## src/rtl/rtc_bus_pkg.sv

```systemverilog
// Shared types and constants for the RTC bus arbiter/sequencer.
package rtc_bus_pkg;

    typedef enum logic [2:0] {
        IDLE,
        A_SETUP,
        A_STROBE,
        A_HOLD,
        D_SETUP,
        D_STROBE,
        D_HOLD,
        DONE
    } seq_state_e;

    localparam logic AD_ADDR   = 1'b0;
    localparam logic AD_DATA   = 1'b1;

    localparam logic ARB_FIXED = 1'b0;
    localparam logic ARB_RR    = 1'b1;

    function automatic int max_int(input int a, input int b);
        return (a > b) ? a : b;
    endfunction

    // Counter width that stays legal for a count range of one.
    function automatic int cnt_width(input int n);
        return (n > 1) ? $clog2(n) : 1;
    endfunction

    function automatic seq_state_e next_phase(input seq_state_e s);
        case (s)
            A_SETUP:  return A_STROBE;
            A_STROBE: return A_HOLD;
            A_HOLD:   return D_SETUP;
            D_SETUP:  return D_STROBE;
            D_STROBE: return D_HOLD;
            D_HOLD:   return DONE;
            default:  return IDLE;
        endcase
    endfunction

endpackage

```

## src/rtl/rtc_arb_prio.sv

```systemverilog
// Winner select over N requesters: fixed lowest-index priority or round-robin
// with a registered pointer that remembers the last accepted winner.
module rtc_arb_prio
    import rtc_bus_pkg::*;
#(
    parameter int N_CLIENTS = 4
) (
    input  logic                 clk,
    input  logic                 Reset,
    input  logic [N_CLIENTS-1:0] req_i,
    input  logic                 mode_i,
    input  logic                 accept_i,
    output logic [N_CLIENTS-1:0] winner_o,
    output logic                 valid_o
);

    localparam int                IDX_W   = cnt_width(N_CLIENTS);
    localparam logic [IDX_W-1:0]  PTR_RST = IDX_W'(N_CLIENTS - 1);

    logic [IDX_W-1:0]     ptr_q;
    logic [IDX_W-1:0]     win_idx;
    logic [N_CLIENTS-1:0] req_hi;
    logic [N_CLIENTS-1:0] cand;
    logic                 found;

    // Round-robin: prefer requesters above the pointer, else wrap to the lowest.
    // NOTE: every always_comb output gets a default first so no latch is inferred.
    always_comb begin
        req_hi = '0;
        for (int i = 0; i < N_CLIENTS; i++) begin
            req_hi[i] = req_i[i] && (i > int'(ptr_q));
        end
        cand = ((mode_i == ARB_RR) && (|req_hi)) ? req_hi : req_i;

        win_idx = '0;
        found   = 1'b0;
        for (int i = 0; i < N_CLIENTS; i++) begin
            if (!found && cand[i]) begin
                win_idx = IDX_W'(i);
                found   = 1'b1;
            end
        end
    end

    assign valid_o  = |req_i;
    assign winner_o = valid_o ? (N_CLIENTS'(1) << win_idx) : '0;

    // NOTE: sequential state uses non-blocking assignments only.
    always_ff @(posedge clk) begin
        if (Reset) begin
            ptr_q <= PTR_RST;
        end else if (accept_i && valid_o) begin
            ptr_q <= win_idx;
        end
    end

endmodule

```

## src/rtl/rtc_bus_arbiter.sv

```systemverilog
// Serialises client transactions onto the multiplexed RTC bus and generates
// cs_n/rd_n/wr_n/ad strobes with T_PHASE-cycle setup, strobe and hold phases.
module rtc_bus_arbiter
    import rtc_bus_pkg::*;
#(
    parameter  int N_CLIENTS = 4,
    parameter  int ADDR_W    = 8,
    parameter  int DATA_W    = 8,
    parameter  int T_PHASE   = 4,
    parameter  int ARB_MODE  = 0,
    localparam int BUS_W     = max_int(ADDR_W, DATA_W)
) (
    input  logic                        clk,
    input  logic                        Reset,
    input  logic [N_CLIENTS-1:0]        req_i,
    input  logic [N_CLIENTS-1:0]        rw_i,
    input  logic [N_CLIENTS*ADDR_W-1:0] addr_i,
    input  logic [N_CLIENTS*DATA_W-1:0] wdata_i,
    output logic [N_CLIENTS-1:0]        grant_o,
    output logic [N_CLIENTS-1:0]        done_o,
    output logic [DATA_W-1:0]           rdata_o,
    output logic                        busy_o,
    output logic                        cs_n_o,
    output logic                        rd_n_o,
    output logic                        wr_n_o,
    output logic                        ad_o,
    output logic [BUS_W-1:0]            bus_out_o,
    output logic                        bus_oe_o,
    input  logic [BUS_W-1:0]            bus_in_i
);

    localparam int               CNT_W    = cnt_width(T_PHASE);
    localparam logic [CNT_W-1:0] CNT_LAST = CNT_W'(T_PHASE - 1);
    localparam logic             ARB_SEL  = (ARB_MODE != 0) ? ARB_RR : ARB_FIXED;

    seq_state_e           state_q, state_d;
    logic [CNT_W-1:0]     cnt_q, cnt_d;
    logic [N_CLIENTS-1:0] win_q, win_d;
    logic                 rw_q, rw_d;
    logic [ADDR_W-1:0]    addr_q, addr_d;
    logic [DATA_W-1:0]    wdata_q, wdata_d;
    logic [DATA_W-1:0]    rdata_q, rdata_d;

    logic [N_CLIENTS-1:0] arb_win;
    logic                 arb_valid;
    logic                 accept;
    logic                 phase_end;
    logic                 sel_rw;
    logic [ADDR_W-1:0]    sel_addr;
    logic [DATA_W-1:0]    sel_wdata;

    assign accept = (state_q == IDLE) && arb_valid;

    rtc_arb_prio #(
        .N_CLIENTS (N_CLIENTS)
    ) u_arb (
        .clk      (clk),
        .Reset    (Reset),
        .req_i    (req_i),
        .mode_i   (ARB_SEL),
        .accept_i (accept),
        .winner_o (arb_win),
        .valid_o  (arb_valid)
    );

    // One-hot mux of the winning client's command fields.
    always_comb begin
        sel_rw    = 1'b0;
        sel_addr  = '0;
        sel_wdata = '0;
        for (int i = 0; i < N_CLIENTS; i++) begin
            if (arb_win[i]) begin
                sel_rw    = sel_rw | rw_i[i];
                sel_addr  = sel_addr | addr_i[i*ADDR_W +: ADDR_W];
                sel_wdata = sel_wdata | wdata_i[i*DATA_W +: DATA_W];
            end
        end
    end

    assign phase_end = (cnt_q == CNT_LAST);

    always_comb begin
        state_d = state_q;
        cnt_d   = cnt_q;
        win_d   = win_q;
        rw_d    = rw_q;
        addr_d  = addr_q;
        wdata_d = wdata_q;
        rdata_d = rdata_q;
        case (state_q)
            IDLE: begin
                if (arb_valid) begin
                    state_d = A_SETUP;
                    cnt_d   = '0;
                    win_d   = arb_win;
                    rw_d    = sel_rw;
                    addr_d  = sel_addr;
                    wdata_d = sel_wdata;
                end
            end
            DONE: state_d = IDLE;
            default: begin
                if (phase_end) begin
                    state_d = next_phase(state_q);
                    cnt_d   = '0;
                end else begin
                    cnt_d = cnt_q + 1'b1;
                end
                // Sample read data at the end of the strobe, just before rd_n rises.
                if ((state_q == D_STROBE) && phase_end && rw_q) begin
                    rdata_d = bus_in_i[DATA_W-1:0];
                end
            end
        endcase
    end

    always_ff @(posedge clk) begin
        if (Reset) begin
            state_q <= IDLE;
            cnt_q   <= '0;
            win_q   <= '0;
            rw_q    <= 1'b0;
            addr_q  <= '0;
            wdata_q <= '0;
            rdata_q <= '0;
        end else begin
            state_q <= state_d;
            cnt_q   <= cnt_d;
            win_q   <= win_d;
            rw_q    <= rw_d;
            addr_q  <= addr_d;
            wdata_q <= wdata_d;
            rdata_q <= rdata_d;
        end
    end

    always_comb begin
        cs_n_o    = 1'b1;
        rd_n_o    = 1'b1;
        wr_n_o    = 1'b1;
        ad_o      = AD_DATA;
        bus_oe_o  = 1'b0;
        bus_out_o = '0;
        case (state_q)
            A_SETUP, A_STROBE, A_HOLD: begin
                cs_n_o    = 1'b0;
                ad_o      = AD_ADDR;
                bus_oe_o  = 1'b1;
                bus_out_o = BUS_W'(addr_q);
                wr_n_o    = (state_q != A_STROBE);
            end
            D_SETUP, D_STROBE, D_HOLD: begin
                cs_n_o = 1'b0;
                ad_o   = AD_DATA;
                if (rw_q) begin
                    rd_n_o = (state_q != D_STROBE);
                end else begin
                    bus_oe_o  = 1'b1;
                    bus_out_o = BUS_W'(wdata_q);
                    wr_n_o    = (state_q != D_STROBE);
                end
            end
            default: ;
        endcase
    end

    assign grant_o = ((state_q == A_SETUP) && (cnt_q == '0)) ? win_q : '0;
    assign done_o  = (state_q == DONE) ? win_q : '0;
    assign busy_o  = (state_q != IDLE);
    assign rdata_o = rdata_q;

endmodule

```

## config.mk

```make
export PLATFORM = sky130hd
export DESIGN_NAME = rtc_bus_arbiter
export DESIGN_NICKNAME = d
export VERILOG_FILES = /design/src/rtl/rtc_bus_pkg.sv /design/src/rtl/rtc_arb_prio.sv /design/src/rtl/rtc_bus_arbiter.sv
export SDC_FILE = /design/constraint.sdc
export NUM_CORES = 1
export LEC_CHECK = 0
export BUFFER_PORTS_ARGS = -buffer_cell sky130_fd_sc_hd__buf_2
export CORE_MARGIN = 2
export CORE_UTILIZATION = 47
export CTS_CLUSTER_DIAMETER = 120
export DETAILED_ROUTE_END_ITERATION = 16
export PLACE_DENSITY = 0.87
export SLEW_MARGIN = 20
export SYNTH_ARGS = -nofsm -noshare
export SYNTH_HDL_FRONTEND = slang
export SYNTH_SLANG_ARGS = --single-unit
```

## constraint.sdc

```tcl
create_clock -name clk -period 1.9 [get_ports clk]
set_input_delay 0.095 -clock clk [delete_from_list [all_inputs] [get_ports clk]]
set_output_delay 0.095 -clock clk [all_outputs]
set_load 0.05 [all_outputs]
```

Yosys cells after proc, flatten, opt, wreduce, memory -nomap -nowiden --
Cells that the tools add are included.
Storage, ports and cells: word-level logic and storage cells 91, bits in registers 34, bits of input ports 82
Cells by class: muxes and demuxes 38, equality and inequality tests 11, reductions and logical operators 22, add/subtract/negate cells 1, bitwise operators 11, shift-type cells 1
Operators with widths (count):
- 8-bit two-way mux | 9
- 8-bit OR | 6
- 3-bit one-hot mux with 6 select lines | 1
- 8-bit one-hot mux with 2 select lines | 1
- 1-bit two-way mux | 14
- 3-bit == test, second input constant | 4
- 4-bit two-way mux | 3
- 2-bit two-way mux | 4
- 2-bit AND reduction | 4
- 3-bit by 2-bit == test with 1-bit output, second input constant | 2
- 1-bit logical AND | 6
- 3-bit two-way mux | 2
- 3-bit one-hot mux with 2 select lines | 1
- 3-bit nonzero test | 2
- 3-bit OR reduction | 2
- 6-bit OR reduction | 1
- 1-bit one-hot mux with 2 select lines | 2
- 2-bit one-hot mux with 2 select lines | 1
- 4-bit OR reduction | 1
- 1-bit by 2-bit left shift with 4-bit output, first input constant | 1
- 3-bit by 1-bit == test with 1-bit output, second input constant | 1
- 1-bit zero test | 3
- 3-bit zero test | 1
- 3-bit by 2-bit inequality test with 1-bit output, second input constant | 1
- 8 further kinds | 11

Logic depth before layout (Yosys ltp) --
Gate-level depths: netlist of the first run.
depth after elaboration 19, mapped depth 6, depth with buffers taken out 5

Cells and area by module --
Synthesis of the first run repeated with hierarchy kept, for this count alone.
Second synthesis, totals: cell total of the unflattened synthesis 262, area, all modules 2203.4 um^2
Modules (own cells, without submodules):
- rtc_bus_arbiter | times used 1, sequential area each 680.7 um^2, cells each 231, area each 1990.7 um^2
- rtc_arb_prio | times used 1, sequential area each 40.0 um^2, cells each 31, area each 212.7 um^2

Worst setup path before layout of the first run --
Ideal clock, no wire load.
kind reg2out, from reg state_q[1], to out bus_out_o[0], path slack 0.200 ns, data arrival time 1.605 ns, cell stages (with the launch flop) 6, path buffers 2, cells stage by stage dfxtp_1 -> buf_2 -> and2_1 -> buf_2 -> nor3b_2 -> a22o_1
On the way: cells in the longest elaborated chain, start to end 3
RTL lines:
- start: declaration | line rtc_bus_arbiter.sv:36 | seq_state_e state_q, state_d;
- start signal: assignment | line rtc_bus_arbiter.sv:127 | state_q <= state_d;
- 3-bit == test (tied with other cells) | line rtc_bus_arbiter.sv:144 | case (state_q)
- 3-bit OR reduction
- 8-bit one-hot mux with 2 select lines (*) | line rtc_bus_arbiter.sv:144
- end: declaration | line rtc_bus_arbiter.sv:27 | output logic [BUS_W-1:0] bus_out_o,
Every way passes the cells marked *; elsewhere a longest branch is shown, timed or not.

Final worst setup path of the first run --
from reg state_q[1], to out bus_oe_o
On the way: cells in the longest elaborated chain, start to end 3
RTL lines:
- 3-bit == test (tied with other cells) | line rtc_bus_arbiter.sv:144
- 3-bit OR reduction
- 1-bit one-hot mux with 2 select lines (*) | line rtc_bus_arbiter.sv:144
- end: declaration | line rtc_bus_arbiter.sv:28 | output logic bus_oe_o,
Marked as above.

==> metrics.txt, run 1 <==
# TYPE chip_impl_metric gauge
chip_impl_metric{name="slew-limit-headroom",unit="%"} 55.1
chip_impl_info{name="worstSetupStartpointType",value="register"} 1
chip_impl_info{name="worstReg2RegStart",value="state_q[2]$_SDFFE_PP0P_"} 1
chip_impl_info{name="holdPathEnd",value="addr_q[2]$_SDFFE_PP0P_"} 1
chip_impl_metric{name="hold_ws",unit="ns"} 0.0648
chip_impl_metric{name="timing.reg2reg.worst_path_depth",unit=""} 3
chip_impl_metric{name="cts.repair_timing.setup_buffer_count",unit=""} 0
chip_impl_metric{name="share_clk_of_total_power",unit="%"} 31.6
chip_impl_metric{name="syn_area_per_cell",unit="sq um"} 8.22
chip_impl_metric{name="fin_crit_sh",unit="%"} 92.0
chip_impl_metric{name="report.power.total",unit="mW"} 1.76
chip_impl_metric{name="grt_max_degree",unit=""} 44
chip_impl_metric{name="postSynthNetCount",unit=""} 365
chip_impl_metric{name="fmax",unit="GHz"} 0.572
chip_impl_metric{name="ir_worst_vdd",unit="uV"} 251
chip_impl_metric{name="intPower",unit="mW"} 1.23
chip_impl_info{name="hold_path_startpoint",value="addr_i[26]"} 1
chip_impl_info{name="worstSetupEndpointType",value="output port"} 1
chip_impl_metric{name="drtAntennaViolNets",unit=""} 0
chip_impl_metric{name="critPathArrivalTime",unit="ns"} 1.65
chip_impl_metric{name="final_cell_count_no_fill",unit=""} 450
chip_impl_info{name="path_class",value="reg2out"} 1
chip_impl_metric{name="start_util",unit="%"} 48.9
chip_impl_info{name="mostFrequentLayoutCells",value="sky130_fd_sc_hd__buf_2, sky130_fd_sc_hd__a21oi_1, sky130_fd_sc_hd__dfxtp_1"} 1
chip_impl_metric{name="holdPathStages",unit=""} 3
chip_impl_metric{name="worstPathRequired",unit="ns"} 1.80
chip_impl_info{name="cp_cell_instances",value="and2_1 > nor3b_2 > buf_4 > or2_2 > buf_2"} 1
chip_impl_metric{name="die_width",unit="um"} 74.1
chip_impl_metric{name="holdBufCountCts",unit=""} 0
chip_impl_info{name="critical-path-slowest-cell",value="sky130_fd_sc_hd__dfxtp_2"} 1
chip_impl_metric{name="globalRouteTotalUtil",unit="%"} 22.4
chip_impl_metric{name="cts.sink_count",unit=""} 34
chip_impl_metric{name="cts-buffers-inserted",unit=""} 5
chip_impl_metric{name="core",unit="sq um"} 4720
chip_impl_metric{name="r2r_slack",unit="ns"} 0.28
chip_impl_metric{name="power.sequential.fraction",unit="%"} 44.4
chip_impl_metric{name="clock_insertion_delay_worst_skew",unit="ns"} 0.29
chip_impl_metric{name="total_switching_power",unit="mW"} 0.535
chip_impl_info{name="tritoncts",value="built"} 1
chip_impl_metric{name="area_growth",unit="%"} 28.8
chip_impl_metric{name="synth.distinct_cells",unit=""} 42
chip_impl_info{name="path_delay_family",value="simple AND/OR/NAND/NOR gates"} 1
chip_impl_metric{name="timing.clock.skew",unit="ns"} 0.00298
chip_impl_metric{name="drc_violations",unit=""} 0
chip_impl_metric{name="port_buffers",unit=""} 111
chip_impl_info{name="synth_ff_type",value="sky130_fd_sc_hd__dfxtp_1"} 1
chip_impl_info{name="cts_root_buffer",value="sky130_fd_sc_hd__clkbuf_8"} 1
chip_impl_metric{name="tightest_slew",unit="ns"} 0.673
chip_impl_metric{name="cts-root-to-sink-buffers",unit=""} 2
chip_impl_metric{name="drt_pass1_iterations",unit=""} 4
chip_impl_info{name="layout.cells.most_common",value="sky130_fd_sc_hd__buf_2"} 1
chip_impl_metric{name="synth_edf_count",unit=""} 0
chip_impl_metric{name="switching_part_of_the_total_power",unit="%"} 30.3
chip_impl_metric{name="power_per_unit_of_standard_cell_area",unit="nW/um^2"} 593
chip_impl_metric{name="floorplan.die.height",unit="um"} 74.1
chip_impl_metric{name="first_global_vias",unit=""} 2062
chip_impl_metric{name="placement_rows",unit=""} 25
chip_impl_metric{name="drive_gt1_share",unit="%"} 39.2
chip_impl_metric{name="ios",unit=""} 112
chip_impl_metric{name="path_max_fanout",unit=""} 11
chip_impl_metric{name="wirelength",unit="um"} 6090
chip_impl_metric{name="p_leak",unit="nW"} 1.37
chip_impl_metric{name="synth-async-reset-ratio",unit="%"} 0
chip_impl_metric{name="worst_path_largest_cell_delay",unit="ns"} 0.46
chip_impl_metric{name="grt_first_pass_wirelength",unit="um"} 9600
chip_impl_metric{name="global_route.overflow_total",unit=""} 0
chip_impl_metric{name="htreeDepth",unit=""} 2
chip_impl_metric{name="timing.setup.tns",unit="ns"} 0
chip_impl_metric{name="drt_iter0_drc",unit=""} 187
chip_impl_metric{name="combinationalPowerShare",unit="%"} 24.0
chip_impl_metric{name="antenna_violations_before_repair",unit=""} 0
chip_impl_metric{name="synth_sequential_area_ratio",unit="%"} 29.5
chip_impl_metric{name="maxSlewViolCount",unit=""} 0
chip_impl_metric{name="post_drt_wl_per_cell",unit="um"} 13.5
chip_impl_metric{name="hpwlAfterDp",unit="um"} 4660
chip_impl_metric{name="mappedNetlistArea",unit="sq um"} 2310
chip_impl_metric{name="layout_min_cycle_time",unit="ns"} 1.75
chip_impl_metric{name="maxCapViolations",unit=""} 0
chip_impl_metric{name="cp_num_buf_inv",unit=""} 2
chip_impl_metric{name="n_antenna_cell",unit=""} 0
chip_impl_metric{name="die_area",unit="sq um"} 5490
chip_impl_metric{name="vias_per_cell",unit=""} 5.45
chip_impl_info{name="grt_setup_unrepaired",value="false"} 1
chip_impl_metric{name="finalHoldViolCount",unit=""} 0
chip_impl_metric{name="gp_routability_congestion",unit=""} 0.840
chip_impl_info{name="status",value="completed"} 1
chip_impl_metric{name="syn_inst",unit=""} 281
chip_impl_metric{name="vias",unit=""} 2451
chip_impl_metric{name="placed_cells",unit=""} 442
chip_impl_metric{name="cts.reportedPaths.clkPinSlew",unit="ns"} 0.07
chip_impl_metric{name="synthesis.yosys.warnings",unit=""} 0
chip_impl_metric{name="setup_violation_total_in_the_final_timing_report",unit=""} 0
chip_impl_metric{name="nets",unit=""} 466
chip_impl_info{name="reg2reg_to",value="rdata_o[4]$_SDFFE_PP0P_"} 1
chip_impl_info{name="class_of_the_tightest_hold_or_removal_check",value="in2reg"} 1
chip_impl_metric{name="synth-seq-cells",unit=""} 34
==> area by class of cell <==
class	instances	area, sq um
Sequential cell	34	683
Timing Repair Buffer	121	631
Multi-Input combinational cell	198	1400
Clock inverter	2	12.5
Clock buffer	6	82.6
Tap cell	67	83.8
Fill cell	425	1750
Inverter	22	82.6
==> power groups by stage <==
stage          clock [mW]  sequential [mW]  combinational (mW)
2_1_floorplan           0            0.789               0.286
3_3_place_gp            0            0.799               0.416
3_5_place_dp            0            0.799               0.423
4_1_cts             0.571            0.783               0.425
5_1_grt             0.612            0.787               0.466
6_report            0.557            0.783               0.424
==> worst max path at each step <==
stage | start | to | slack (ns) | depth (start not counted)
2_1_floorplan | state_q[1]$_SDFFE_PP0P_ | bus_out_o[0] | 0.20 | 5
3_3_place_gp | state_q[1]$_SDFFE_PP0P_ | bus_out_o[7] | 0.14 | 4
3_5_place_dp | state_q[2]$_SDFFE_PP0P_ | rdata_o[4]$_SDFFE_PP0P_ | 0.16 | 3
4_1_cts | state_q[1]$_SDFFE_PP0P_ | bus_oe_o | 0.009 | 5
5_1_grt | state_q[1]$_SDFFE_PP0P_ | bus_oe_o | 0.07 | 5
6_report | state_q[1]$_SDFFE_PP0P_ | bus_oe_o | 0.15 | 5
==> worst min-delay path, cell delays in order <==
cell and delay [ns]:
sky130_fd_sc_hd__buf_2 0.09, sky130_fd_sc_hd__nand2_1 0.04, sky130_fd_sc_hd__a311oi_1 0.07
==> per-layer routing <==
layer  routed length, um  GRT usage (%)  part of all wire (%)  up-vias
met2                2810           34.7                    46      107
li1                    -              -                     -     1220
met1                2690           31.2                    44     1117
met5                   0              0                     0        -
met4                  82           7.47                   1.3        0
met3                 498           4.61                   8.2        7
==> stage by stage <==
stage | setup WS [ns] | instance area [sq um] | utilization, %
floorplan | 0.200 | 2310 | -
global placement | 0.135 | 2870 | 60.7
detailed placement | 0.158 | 2870 | 60.7
CTS | 0.00928 | 2970 | 62.8
global route | 0.0720 | 2970 | 63.0
finish | 0.151 | 2970 | 63.0
==> logic make-up (layout without fill, tap and decap cells) <==
kind of cell	count (synthesis)	in the layout	share of synthesized area (%)
buf+inv	49	151	10.2
mux	8	8	3.47
compound gates	96	96	30.2
fa+ha+maj	2	2	1.08
simple gates	92	92	25.5
flops	34	34	29.5
==> synthesized netlist by cell type, types with 2 or more instances <==
| cell type | instances | area share, % |
|---|---|---|
| sky130_fd_sc_hd__dfxtp_1 | 34 | 29 |
| sky130_fd_sc_hd__a21oi_1 | 33 | 7.2 |
| sky130_fd_sc_hd__a22o_1 | 25 | 9.5 |
| sky130_fd_sc_hd__inv_1 | 21 | 3.4 |
| sky130_fd_sc_hd__nand2_1 | 19 | 3.1 |
| sky130_fd_sc_hd__nand3b_1 | 19 | 6.2 |
| sky130_fd_sc_hd__a311oi_1 | 17 | 6.4 |
| sky130_fd_sc_hd__nand2b_1 | 17 | 4.6 |
| sky130_fd_sc_hd__a21oi_2 | 10 | 3.8 |
| sky130_fd_sc_hd__buf_2 | 9 | 2.0 |
| sky130_fd_sc_hd__clkbuf_1 | 9 | 1.5 |
| sky130_fd_sc_hd__mux2i_1 | 8 | 3.5 |
| sky130_fd_sc_hd__nor2_1 | 6 | 0.98 |
| sky130_fd_sc_hd__and2_1 | 5 | 1.4 |
| sky130_fd_sc_hd__and3_1 | 5 | 1.4 |
| sky130_fd_sc_hd__buf_4 | 5 | 1.6 |
| sky130_fd_sc_hd__nand3_1 | 4 | 0.87 |
| sky130_fd_sc_hd__o21ai_0 | 4 | 0.87 |
| sky130_fd_sc_hd__buf_6 | 3 | 1.5 |
| sky130_fd_sc_hd__nor3_1 | 3 | 0.65 |
| sky130_fd_sc_hd__ha_1 | 2 | 1.1 |
| sky130_fd_sc_hd__nor2b_1 | 2 | 0.54 |
| sky130_fd_sc_hd__or2_2 | 2 | 0.54 |
==> sequential cells by signal, indices dropped and copies added, names as in the netlist <==
signal / count
rdata_o: 8
win_q: 4
state_q: 3
cnt_q: 2
addr_q: 8
wdata_q: 8
rw_q: 1
==> timing repair <==
item | 4_1_cts | 5_1_grt
cloned | 0 | 0
hold endpoints to repair | 0 | 0
gates resized for setup | 1 | 3
endpoints found under the setup margin | 9 | 11
Note: power is estimated with default switching activity, not from simulation.
==> inputs of run 2 (changes only) <==
clock period = 1.8 ns   (was 1.9 ns; I/O delays follow)
==> run 2 against run 1 <==
  * First-iteration DRC count fell by 22%
  * Utilization rose by 0.19 points
  * Routed wire length rose by 0.54%
  * Register-to-register slack improved by 0.03 ns
  * Clock skew rose by 0.0025 ns
  * Hold slack got worse by 0.0071 ns
  * Critical path depth fell by 1
  * Global-route usage fell by 0.13 points
  * Sequential cell count did not move
  * Power rose by 5.9%
  * Sequential share of layout area fell by 0.11 points
  * Critical path type unchanged
  * Largest cell class unchanged
==> metrics.txt, run 2 (same netlist as run 1, synthesis figures left out) <==
# TYPE chip_impl_metric gauge
chip_impl_metric{name="timing.clock.skew",unit="ns"} 0.00551
chip_impl_metric{name="clock_insertion_delay_worst_skew",unit="ns"} 0.29
chip_impl_metric{name="htreeDepth",unit=""} 2
chip_impl_info{name="worstSetupStartpointType",value="register"} 1
chip_impl_metric{name="wirelength",unit="um"} 6120
chip_impl_metric{name="globalRouteTotalUtil",unit="%"} 22.3
chip_impl_metric{name="fin_crit_sh",unit="%"} 94.3
chip_impl_metric{name="nets",unit=""} 468
chip_impl_metric{name="drt_iter0_drc",unit=""} 146
chip_impl_metric{name="ios",unit=""} 112
chip_impl_metric{name="cts-root-to-sink-buffers",unit=""} 2
chip_impl_metric{name="critPathArrivalTime",unit="ns"} 1.61
chip_impl_metric{name="cts.repair_timing.setup_buffer_count",unit=""} 0
chip_impl_metric{name="maxSlewViolCount",unit=""} 0
chip_impl_metric{name="first_global_vias",unit=""} 2070
chip_impl_metric{name="post_drt_wl_per_cell",unit="um"} 13.5
chip_impl_metric{name="start_util",unit="%"} 48.9
chip_impl_metric{name="grt_max_degree",unit=""} 44
chip_impl_metric{name="maxCapViolations",unit=""} 0
chip_impl_metric{name="floorplan.die.height",unit="um"} 74.1
chip_impl_metric{name="ir_worst_vdd",unit="uV"} 240
chip_impl_info{name="grt_setup_unrepaired",value="false"} 1
chip_impl_metric{name="global_route.overflow_total",unit=""} 0
chip_impl_metric{name="grt_first_pass_wirelength",unit="um"} 9510
chip_impl_metric{name="layout_min_cycle_time",unit="ns"} 1.70
chip_impl_metric{name="drc_violations",unit=""} 0
chip_impl_metric{name="drive_gt1_share",unit="%"} 39.2
chip_impl_metric{name="cts.sink_count",unit=""} 34
chip_impl_metric{name="timing.setup.tns",unit="ns"} 0
chip_impl_info{name="path_delay_family",value="flip-flops"} 1
chip_impl_metric{name="core",unit="sq um"} 4720
chip_impl_metric{name="final_core_utilization",unit="%"} 63.2
chip_impl_info{name="path_class",value="reg2out"} 1
chip_impl_info{name="critical-path-slowest-cell",value="sky130_fd_sc_hd__dfxtp_2"} 1
chip_impl_metric{name="drt_pass1_iterations",unit=""} 4
chip_impl_info{name="cp_cell_instances",value="nor3b_2 > buf_4 > a22o_1 > buf_2"} 1
chip_impl_metric{name="placement_rows",unit=""} 25
chip_impl_metric{name="power_per_unit_of_standard_cell_area",unit="nW/um^2"} 626
chip_impl_metric{name="tightest_slew",unit="ns"} 0.656
chip_impl_metric{name="worst_path_largest_cell_delay",unit="ns"} 0.49
chip_impl_metric{name="setup_violation_total_in_the_final_timing_report",unit=""} 0
chip_impl_metric{name="drtAntennaViolNets",unit=""} 0
chip_impl_info{name="layout.cells.most_common",value="sky130_fd_sc_hd__buf_2"} 1
chip_impl_metric{name="gp_routability_congestion",unit=""} 0.816
chip_impl_metric{name="cts.reportedPaths.clkPinSlew",unit="ns"} 0.07
chip_impl_info{name="class_of_the_tightest_hold_or_removal_check",value="in2reg"} 1
chip_impl_metric{name="p_leak",unit="nW"} 1.38
chip_impl_metric{name="fmax",unit="GHz"} 0.589
chip_impl_metric{name="area_growth",unit="%"} 29.2
chip_impl_metric{name="port_buffers",unit=""} 111
chip_impl_metric{name="finalHoldViolCount",unit=""} 0
chip_impl_info{name="mostFrequentLayoutCells",value="sky130_fd_sc_hd__buf_2, sky130_fd_sc_hd__a21oi_1, sky130_fd_sc_hd__dfxtp_1"} 1
chip_impl_metric{name="worstPathRequired",unit="ns"} 1.71
chip_impl_info{name="tritoncts",value="built"} 1
chip_impl_metric{name="n_antenna_cell",unit=""} 0
chip_impl_metric{name="antenna_violations_before_repair",unit=""} 0
chip_impl_metric{name="vias_per_cell",unit=""} 5.41
chip_impl_metric{name="slew-limit-headroom",unit="%"} 56.3
chip_impl_info{name="cts_root_buffer",value="sky130_fd_sc_hd__clkbuf_8"} 1
chip_impl_metric{name="path_max_fanout",unit=""} 17
chip_impl_metric{name="cts-buffers-inserted",unit=""} 5
chip_impl_metric{name="hpwlAfterDp",unit="um"} 4660
chip_impl_metric{name="die_width",unit="um"} 74.1
chip_impl_metric{name="final.fill_count",unit=""} 396
chip_impl_metric{name="vias",unit=""} 2446
chip_impl_metric{name="cp_num_buf_inv",unit=""} 2
chip_impl_info{name="worstSetupEndpointType",value="output port"} 1
chip_impl_metric{name="die_area",unit="sq um"} 5490
chip_impl_info{name="status",value="completed"} 1
run 2: changes by cell type in the layout (fill, tap and decap cells not counted):
cell | before | now
sky130_fd_sc_hd__buf_4 | 10 | 12
sky130_fd_sc_hd__dfxtp_1 | 32 | 33
sky130_fd_sc_hd__dfxtp_2 | 2 | 1
sky130_fd_sc_hd__nor2_2 | 0 | 1
sky130_fd_sc_hd__nor2_4 | 2 | 1
run 2: power by group:
group	switching [mW]	internal [mW]	leakage [nW]
Clock	0.285	0.307	0.0472
Combinational	0.255	0.197	1.05
Sequential	0.0309	0.794	0.280
run 2: per-layer routing:
layer	vias to the layer above	track usage [%]	part of all wire (%)
met5	-	0	0
met2	122	34.7	46
met1	1093	29.4	44
met3	11	5.96	8.5
li1	1220	-	-
met4	0	8.89	2.0
run 2: layout make-up:
cell class                 count  area (sq um)  area share [%]
timing repair buffer         123           646            21.6
sequential                    34           682            22.9
clock inverter                 2          12.5           0.419
tap                           67          83.8            2.81
multi-input combinational    198          1390            46.7
inverter                      22          82.6            2.77
clock buffer                   6          82.6            2.77
run 2: timing repair:
action / CTS / global route
hold buffers: 0 / 0
setup endpoints to repair: 9 / 0
gates resized for setup: 2 / 0
run 2: stage by stage:
step           hold slack [ns]  setup WS (ns)  cell area (sq um)  cells  power [mW]
3_5_place_dp             0.360          0.127               2880    444        1.29
5_1_grt                 0.0566         0.0150               2980    452        1.96
2_1_floorplan            0.245          0.105               2310    281        1.13
4_1_cts                 0.0520         0.0964               2980    452        1.88
6_report                0.0577          0.103               2980    452        1.87
3_3_place_gp             0.357          0.129               2880    444        1.28
run 2: worst paths after layout:
path / startpoint / to / slack [ns] / cells past startpoint
worst max-delay path: state_q[2]$_SDFFE_PP0P_ / bus_out_o[5] / 0.10 / 4
worst max register to register: state_q[1]$_SDFFE_PP0P_ / addr_q[7]$_SDFFE_PP0P_ / 0.31 / 5
worst min-delay path: bus_in_i[7] / rdata_o[7]$_SDFFE_PP0P_ / 0.06 / 3
worst min register to register: rdata_o[4]$_SDFFE_PP0P_ / rdata_o[4]$_SDFFE_PP0P_ / 0.47 / 2
run 2: worst min-delay path, delay by kind of cell:
family | cells | cell delay (ns)
mux | 1 | 0.06
buf+inv | 1 | 0.10
simple gates | 1 | 0.05
